## src/rtl/alu_result_bcd.sv

```systemverilog
// rtl/alu_result_bcd.sv - ALU result to sign + packed BCD converter (iterative double dabble)
`timescale 1ns/1ps

module alu_result_bcd #(
  parameter int WIDTH     = 20,
  parameter int DIGITS    = 7,
  parameter int SIGNED_IN = 1
) (
  input  logic                  clk,
  input  logic                  rst,
  input  logic                  start,
  input  logic [WIDTH-1:0]      din,
  output logic                  busy,
  output logic                  done,
  output logic                  neg,
  output logic [4*DIGITS-1:0]   bcd
);

  localparam int CW = $clog2(WIDTH + 1);

  typedef enum logic [1:0] {S_IDLE, S_SHIFT, S_DONE} state_t;

  state_t              r_state;
  state_t              w_state_next;
  logic [WIDTH-1:0]    r_mag;
  logic [4*DIGITS-1:0] r_scratch;
  logic [CW-1:0]       r_count;
  logic                r_sign;
  logic                r_done;
  logic                r_neg;
  logic [4*DIGITS-1:0] r_bcd;
  logic [WIDTH-1:0]    w_mag_in;
  logic                w_sign_in;
  logic [4*DIGITS-1:0] w_adj;

  // Sign/magnitude split of the input; the most negative value negates to itself,
  // which read as unsigned is exactly the required magnitude.
  always_comb begin
    w_sign_in = 1'b0;
    w_mag_in  = din;
    if ((SIGNED_IN != 0) && din[WIDTH-1]) begin
      w_sign_in = 1'b1;
      w_mag_in  = ~din + WIDTH'(1);
    end
  end

  // Add-3 correction on every scratch digit that would overflow past 9 after doubling
  always_comb begin
    w_adj = r_scratch;
    for (int i = 0; i < DIGITS; i++) begin
      if (r_scratch[4*i +: 4] >= 4'd5) begin
        w_adj[4*i +: 4] = r_scratch[4*i +: 4] + 4'd3;
      end
    end
  end

  // Next-state logic: one shift per cycle, WIDTH shifts, then a single DONE cycle
  always_comb begin
    w_state_next = r_state;
    case (r_state)
      S_IDLE:  if (start) w_state_next = S_SHIFT;
      S_SHIFT: if (r_count == CW'(WIDTH - 1)) w_state_next = S_DONE;
      S_DONE:  w_state_next = S_IDLE;
      default: w_state_next = S_IDLE;
    endcase
  end

  // State register
  always_ff @(posedge clk) begin
    if (rst) begin
      r_state <= S_IDLE;
    end else begin
      r_state <= w_state_next;
    end
  end

  // Working registers and held outputs; done is a registered one-cycle pulse
  always_ff @(posedge clk) begin
    if (rst) begin
      r_mag     <= '0;
      r_scratch <= '0;
      r_count   <= '0;
      r_sign    <= 1'b0;
      r_done    <= 1'b0;
      r_neg     <= 1'b0;
      r_bcd     <= '0;
    end else begin
      r_done <= 1'b0;
      case (r_state)
        S_IDLE: begin
          if (start) begin
            r_mag     <= w_mag_in;
            r_sign    <= w_sign_in;
            r_scratch <= '0;
            r_count   <= '0;
          end
        end
        S_SHIFT: begin
          {r_scratch, r_mag} <= {w_adj[4*DIGITS-2:0], r_mag, 1'b0};
          r_count            <= r_count + CW'(1);
        end
        S_DONE: begin
          r_bcd  <= r_scratch;
          r_neg  <= r_sign;
          r_done <= 1'b1;
        end
        default: ;
      endcase
    end
  end

  assign busy = (r_state != S_IDLE);
  assign done = r_done;
  assign neg  = r_neg;
  assign bcd  = r_bcd;

endmodule

```

## config.mk

```make
export PLATFORM = sky130hd
export DESIGN_NAME = alu_result_bcd
export DESIGN_NICKNAME = d
export VERILOG_FILES = /design/src/rtl/alu_result_bcd.sv
export SDC_FILE = /design/constraint.sdc
export NUM_CORES = 1
export LEC_CHECK = 0
export BUFFER_PORTS_ARGS = -buffer_cell sky130_fd_sc_hd__buf_2
export CAP_MARGIN = 0
export CORE_MARGIN = 5
export CORE_UTILIZATION = 50
export CTS_BUF_LIST = sky130_fd_sc_hd__clkbuf_4 sky130_fd_sc_hd__clkbuf_8 sky130_fd_sc_hd__clkbuf_16
export DETAILED_ROUTE_END_ITERATION = 12
export GPL_TIMING_DRIVEN = 0
export MAX_ROUTING_LAYER = met4
export PLACE_DENSITY = 0.71
export SLEW_MARGIN = 0
export SYNTH_ARGS = -nofsm -noshare
export SYNTH_HDL_FRONTEND = slang
export SYNTH_SLANG_ARGS = --single-unit
export TNS_END_PERCENT = 20
```

## constraint.sdc

```tcl
create_clock -name clk -period 3.7 [get_ports clk]
set_clock_uncertainty 0.15 [all_clocks]
set_input_delay 0.37 -clock clk [delete_from_list [all_inputs] [get_ports clk]]
set_output_delay 0.37 -clock clk [all_outputs]
set_load 0.01 [all_outputs]
```

==> impl_metrics.env, run 1 <==
export IMPL_required_ps=3830
export IMPL_syn_to_final_growth_pct=13.85
export IMPL_fp_coreArea_um2=7807
export IMPL_syn_inst=494
export IMPL_whs_path_depth=3
export IMPL_holdWs_ps=158.9
export IMPL_reg2reg_setup_slack_ps=1520
export IMPL_gp_congestion=0.8145
export IMPL_start_util_pct=52.05
export IMPL_ctsResizeCount=0
export IMPL_grt_pass1_wl_mm=16.17
export IMPL_cts_sinks=86
export IMPL_irDropWorstVdd_mv=0.1919
export IMPL_cts_setup_buffers=0
export IMPL_vias=3674
export IMPL_synth_top_family_by_area="compound AO/OA/AOI/OAI gates"
export IMPL_synthMuxAreaShare_pct=0.4926
export IMPL_synth_xor_area_share_pct=6.466
export IMPL_pwr_density_cell_nw_per_um2=381.0
export IMPL_reg2reg_from="r_state[0]$_SDFFE_PP0P_"
export IMPL_final_cells=660
export IMPL_synthAdderAreaFrac_pct=4.926
export IMPL_cts_tree="yes"
export IMPL_worst_slew_pin_slew_ps=639.6
export IMPL_worst_r2r_cell_count=6
export IMPL_fin_crit_ps=2291
export IMPL_synthArstFlopShare_pct=0
export IMPL_track_usage_pct=20.30
export IMPL_ys_seq_area_share_pct=42.36
export IMPL_clk_latency_ps=340
export IMPL_postCtsHoldBufs=0
export IMPL_ys_types=42
export IMPL_relSlewSlack_pct=57.36
export IMPL_dp_hpwl_mm=6.913
export IMPL_drt_wl_total_mm=9.707
export IMPL_syn_num_nets=533
export IMPL_max_stage_delay_ps=540
export IMPL_p_total_mw=1.763
export IMPL_crit_chain="buf_2, or4_4, or3_4, or4_1, or4_1, a31oi_1"
export IMPL_fp_dieH_um=100.2
export IMPL_synth_area_leaders="dfxtp_1, nand2_1, a21oi_1, ha_1, a22oi_1"
export IMPL_cts_root_buf="clkbuf_8"
export IMPL_cp_slowest_cell="or4_4"
export IMPL_setup_viol_count_final=0
export IMPL_syn_avg_cell_area_um2=8.227
export IMPL_synth_most_common_cell="dfxtp_1"
export IMPL_rsz0062_at_grt="false"
export IMPL_ys_flop_type="dfxtp_1"
export IMPL_worst_ep_arrival_time_ps=2420
export IMPL_clock_path_buffers=2
export IMPL_timing_fmax_ghz=0.4366
export IMPL_p_leak_nw=1.758
export IMPL_port_buffers=51
export IMPL_synth_area_um2=4064
export IMPL_post_drt_via_cell_ratio=5.567
export IMPL_final_core_util_pct=59.26
export IMPL_diodes=0
export IMPL_hold_violations=0
export IMPL_synth_top_cell_by_area="dfxtp_1"
export IMPL_yosys_area_share_simple_pct=18.93
export IMPL_antenna_found_initial=0
export IMPL_cts_buffers=9
export IMPL_min_path_type="input pin to register"
export IMPL_first_iter_violations=192
export IMPL_clkTransAtPathRegs_ps=70
export IMPL_boundaryPins=54
export IMPL_dp_cells=647
export IMPL_synth_compound_area_share_pct=20.94
export IMPL_ys_ff_latch=86
export IMPL_worstHoldStart="rst"
export IMPL_drive_above_1_share_pct=12.90
export IMPL_slew_violations=0
export IMPL_ant_nets=0
export IMPL_drc_errors=0
export IMPL_crit_type="input pin to register"
export IMPL_synthTopCellsByCount="dfxtp_1, nand2_1, a21oi_1"
export IMPL_yosysWarnings=0
export IMPL_synth_edf_count=0
export IMPL_die_area_um2=10030
export IMPL_critical_path_max_fanout=4
export IMPL_maxCapViolCount=0
export IMPL_worstSetupStartpointType="input pin"
export IMPL_status="completed"
export IMPL_rows=32
export IMPL_yosysTopAreaCellShare_pct=42.36
export IMPL_grt_max_degree=13
export IMPL_r2r_end="r_state[0]$_SDFFE_PP0P_"
export IMPL_fin_crit_sh_pct=61.91
export IMPL_crit_top_cell="or4_1"
export IMPL_fin_nets=595
export IMPL_dr_pass1_iters=5
export IMPL_wl_per_cell_um=14.71
export IMPL_end_kind="register"
export IMPL_die_w_um=100.2
export IMPL_grt_overflow=0
export IMPL_whs_endpoint="r_mag[18]$_SDFFE_PP0P_"
export IMPL_grt_pass1_vias=3496
export IMPL_cts_max_level=3
export IMPL_fin_tns_setup_ps=0
where the power goes:
| group | switching [mW] | internal [mW] | total (mW) |
|---|---|---|---|
| sequential | 0.0121 | 0.945 | 0.957 |
| combinational | 0.109 | 0.0598 | 0.169 |
| clock | 0.311 | 0.326 | 0.637 |
registers in the layout (all words and copies together), names as in the netlist:
register and flops:
r_state 2, r_sign 1, done 1, r_count 5
r_mag 20, bcd 28, r_scratch 28, neg 1
placed cells by master, fill, tap and decap left out, drive strengths merged, types with 6 or more instances in the layout:
cell type  netlist  final
dfxtp           86     86
nand2           83     83
buf              6     57
a21oi           56     56
clkbuf          27     38
nor2            30     30
o21ai           21     21
inv             19     19
a22oi           18     18
ha              16     16
xnor2           15     15
xor2            15     15
nand3           14     14
nand2b          12     12
nor3            12     12
o22ai           10     10
a222oi           6      6
worst max path at each step:
| stage | end | slack (ps) | start |
|---|---|---|---|
| 4_1_cts | r_mag[19]$_SDFFE_PP0P_ | 1410 | din[12] |
| 5_1_grt | r_mag[19]$_SDFFE_PP0P_ | 1200 | din[2] |
| 3_5_place_dp | r_mag[19]$_SDFFE_PP0P_ | 1050 | din[12] |
| 6_report | r_mag[19]$_SDFFE_PP0P_ | 1410 | din[12] |
| 3_3_place_gp | r_mag[19]$_SDFFE_PP0P_ | 1070 | din[12] |
| 2_1_floorplan | r_mag[19]$_SDFFE_PP0P_ | 1250 | din[12] |
per-stage QoR:
stage               area [um2]  setup slack, ps
CTS                       4627             1413
global placement          4447             1068
detailed placement        4447             1050
global route              4627             1202
floorplan                 4064             1251
finish                    4627             1409
kinds of logic after synthesis:
logic type	Yosys count
xor+xnor	30
mux	2
simple gates	170
fa+ha+maj	16
buf+inv	52
compound gates	138
flops	86
cell type report:
class | instances | area [um2]
buffer | 33 | 167.7
clock buffer | 11 | 145.1
clock inverter | 2 | 35.03
fill | 756 | 3181
inverter | 19 | 71.32
multi-input combinational | 356 | 2103
sequential | 86 | 1722
tap | 102 | 127.6
timing repair buffer | 51 | 255.2
metal layers:
layer / global-route usage [%] / part of all wire (%) / wire length [um] / up-vias
met5: - / 0 / 0 / -
met4: 6.321 / 1.0 / 100 / 0
met3: 2.363 / 4.2 / 404 / 10
met2: 34.00 / 49 / 4718 / 78
met1: 25.68 / 46 / 4483 / 1743
li1: - / - / - / 1843
worst max-delay path: cells and delay by family:
kind / cells / cell delay (ps)
buf+inv: 1 / 120
compound gates: 1 / 160
simple gates: 4 / 1760
Note: power is estimated with default switching activity, not from simulation.
==> run 2: changes to the inputs <==
--- a/config.mk
+++ b/config.mk
@@ -13,7 +13,7 @@
 export DETAILED_ROUTE_END_ITERATION = 12
 export GPL_TIMING_DRIVEN = 0
 export MAX_ROUTING_LAYER = met4
-export PLACE_DENSITY = 0.71
+export PLACE_DENSITY = 0.73
 export SLEW_MARGIN = 0
 export SYNTH_ARGS = -nofsm -noshare
 export SYNTH_HDL_FRONTEND = slang
==> constraint.sdc (replaced) <==
create_clock -name clk -period 1.9 [get_ports clk]
set_clock_uncertainty 0.15 [all_clocks]
set_input_delay 0.19 -clock clk [delete_from_list [all_inputs] [get_ports clk]]
set_output_delay 0.19 -clock clk [all_outputs]
set_load 0.01 [all_outputs]
==> run 2 against run 1 <==
The flow now finishes with violations (negative setup slack). Critical path type unchanged. Non-clock buffer count increased by 6. Cell area increased by 2.3%. Clock-buffer cell count decreased by 1. Clock power increased by 110%. Cell count increased by 1.4%.
==> impl_metrics.env, run 2 (synthesis results as in run 1) <==
export IMPL_status="finished, violations left"
export IMPL_drc_errors=0
export IMPL_clk_latency_ps=360
export IMPL_fin_crit_sh_pct=110.3
export IMPL_pwr_density_cell_nw_per_um2=744.9
export IMPL_min_path_type="input pin to register"
export IMPL_end_kind="register"
export IMPL_fin_nets=601
export IMPL_rows=32
export IMPL_rsz0062_at_grt="true"
export IMPL_dp_hpwl_mm=6.986
export IMPL_p_leak_nw=1.811
export IMPL_fp_dieH_um=100.2
export IMPL_grt_pass1_wl_mm=16.25
export IMPL_irDropWorstVdd_mv=0.4524
export IMPL_relSlewSlack_pct=59.23
export IMPL_clock_path_buffers=2
export IMPL_boundaryPins=54
export IMPL_clkTransAtPathRegs_ps=90
export IMPL_hold_violations=0
export IMPL_cts_root_buf="clkbuf_8"
export IMPL_cts_tree="yes"
export IMPL_layout_common_cells="dfxtp_1, nand2_1, a21oi_1"
export IMPL_ant_nets=0
export IMPL_worst_slew_pin_slew_ps=611.6
export IMPL_fin_tns_setup_ps=-195.9
export IMPL_first_iter_violations=199
export IMPL_holdWs_ps=15.23
export IMPL_p_total_mw=3.527
export IMPL_post_drt_via_cell_ratio=5.593
export IMPL_cts_max_level=3
export IMPL_port_buffers=51
export IMPL_syn_to_final_growth_pct=16.50
export IMPL_vias=3742
export IMPL_grt_max_degree=16
export IMPL_final_core_util_pct=60.64
export IMPL_dr_pass1_iters=5
export IMPL_track_usage_pct=20.50
export IMPL_antenna_found_initial=0
export IMPL_setup_viol_count_final=1
export IMPL_timing_fmax_ghz=0.4771
export IMPL_start_util_pct=52.05
export IMPL_cts_sinks=86
export IMPL_worstSetupStartpointType="input pin"
export IMPL_cts_buffers=9
export IMPL_fin_crit_ps=2096
export IMPL_drt_wl_total_mm=9.904
export IMPL_critical_path_max_fanout=4
export IMPL_wl_per_cell_um=14.80
export IMPL_diodes=0
export IMPL_dp_cells=647
export IMPL_crit_type="input pin to register"
export IMPL_final_cells=669
export IMPL_die_w_um=100.2
export IMPL_maxCapViolCount=0
export IMPL_final_common_cell="dfxtp_1"
export IMPL_required_ps=2030
export IMPL_failed_checks="negative setup slack"
export IMPL_fp_coreArea_um2=7807
export IMPL_slew_violations=0
export IMPL_die_area_um2=10030
export IMPL_grt_overflow=0
export IMPL_worst_slack_ps=-195.9
export IMPL_worst_ep_arrival_time_ps=2230
export IMPL_drive_above_1_share_pct=14.46
export IMPL_grt_pass1_vias=3504
export IMPL_gp_congestion=0.8494
-- run 2: changes by cell type in the layout (fill, tap and decap cells not counted), sizes merged --
cell         change
clkbuf           -1
inv              +2
clkinvlp         +2
dlygate4sd3      +6
-- run 2: metrics by stage --
stage / instance area (um2) / setup WS, ps
floorplan: 4064 / -336.3
global placement: 4447 / -525.4
detailed placement: 4447 / -573.5
CTS: 4717 / -180.9
global route: 4735 / -232.3
finish: 4735 / -195.9
-- run 2: per-layer routing --
metal | track usage [%] | vias up | routed length (um)
met5 | - | - | 0
met4 | 6.010 | 0 | 122
met3 | 4.170 | 12 | 601
met2 | 34.25 | 117 | 4851
met1 | 25.03 | 1756 | 4329
li1 | - | 1857 | -
-- run 2: where the power goes --
part	internal (mW)	leakage, nW	switching (mW)
Clock	0.634	0.0982	0.681
Sequential	1.84	0.696	0.0251
Combinational	0.130	1.02	0.216
-- run 2: layout make-up --
cell class	count	area, um2
Tap cell	102	127.6
Fill cell	720	3073
Clock buffer	10	131.4
Multi-Input combinational cell	356	2108
Buffer	33	180.2
Sequential cell	86	1722
Inverter	19	71.32
Clock inverter	6	70.07
Timing Repair Buffer	57	324.1
-- run 2: timing repair --
action | 4_1_cts | 5_1_grt
hold buffers | 6 | 0
hold endpoints to repair | 6 | 0
gates cloned | 0 | 0
gates resized for setup | 3 | 14
setup endpoints to repair | 11 | 38
setup buffers | 0 | 0
-- run 2: worst max-delay path: stages --
cell     delay, ps
buf_6           90
or4_4          540
or3_4          360
or4_1          480
or4_1          430
a31oi_1        140
-- run 2: worst paths after layout --
check / from / end / slack, ps / depth (start not counted)
worst min-delay path: din[14] / r_mag[14]$_SDFFE_PP0P_ / 20 / 3
worst min register to register: r_mag[19]$_SDFFE_PP0P_ / r_scratch[0]$_SDFFE_PP0P_ / 300 / 2
worst max register to register: r_state[0]$_SDFFE_PP0P_ / r_scratch[19]$_SDFFE_PP0P_ / 10 / 4
worst max-delay path: din[12] / r_mag[19]$_SDFFE_PP0P_ / -200 / 6
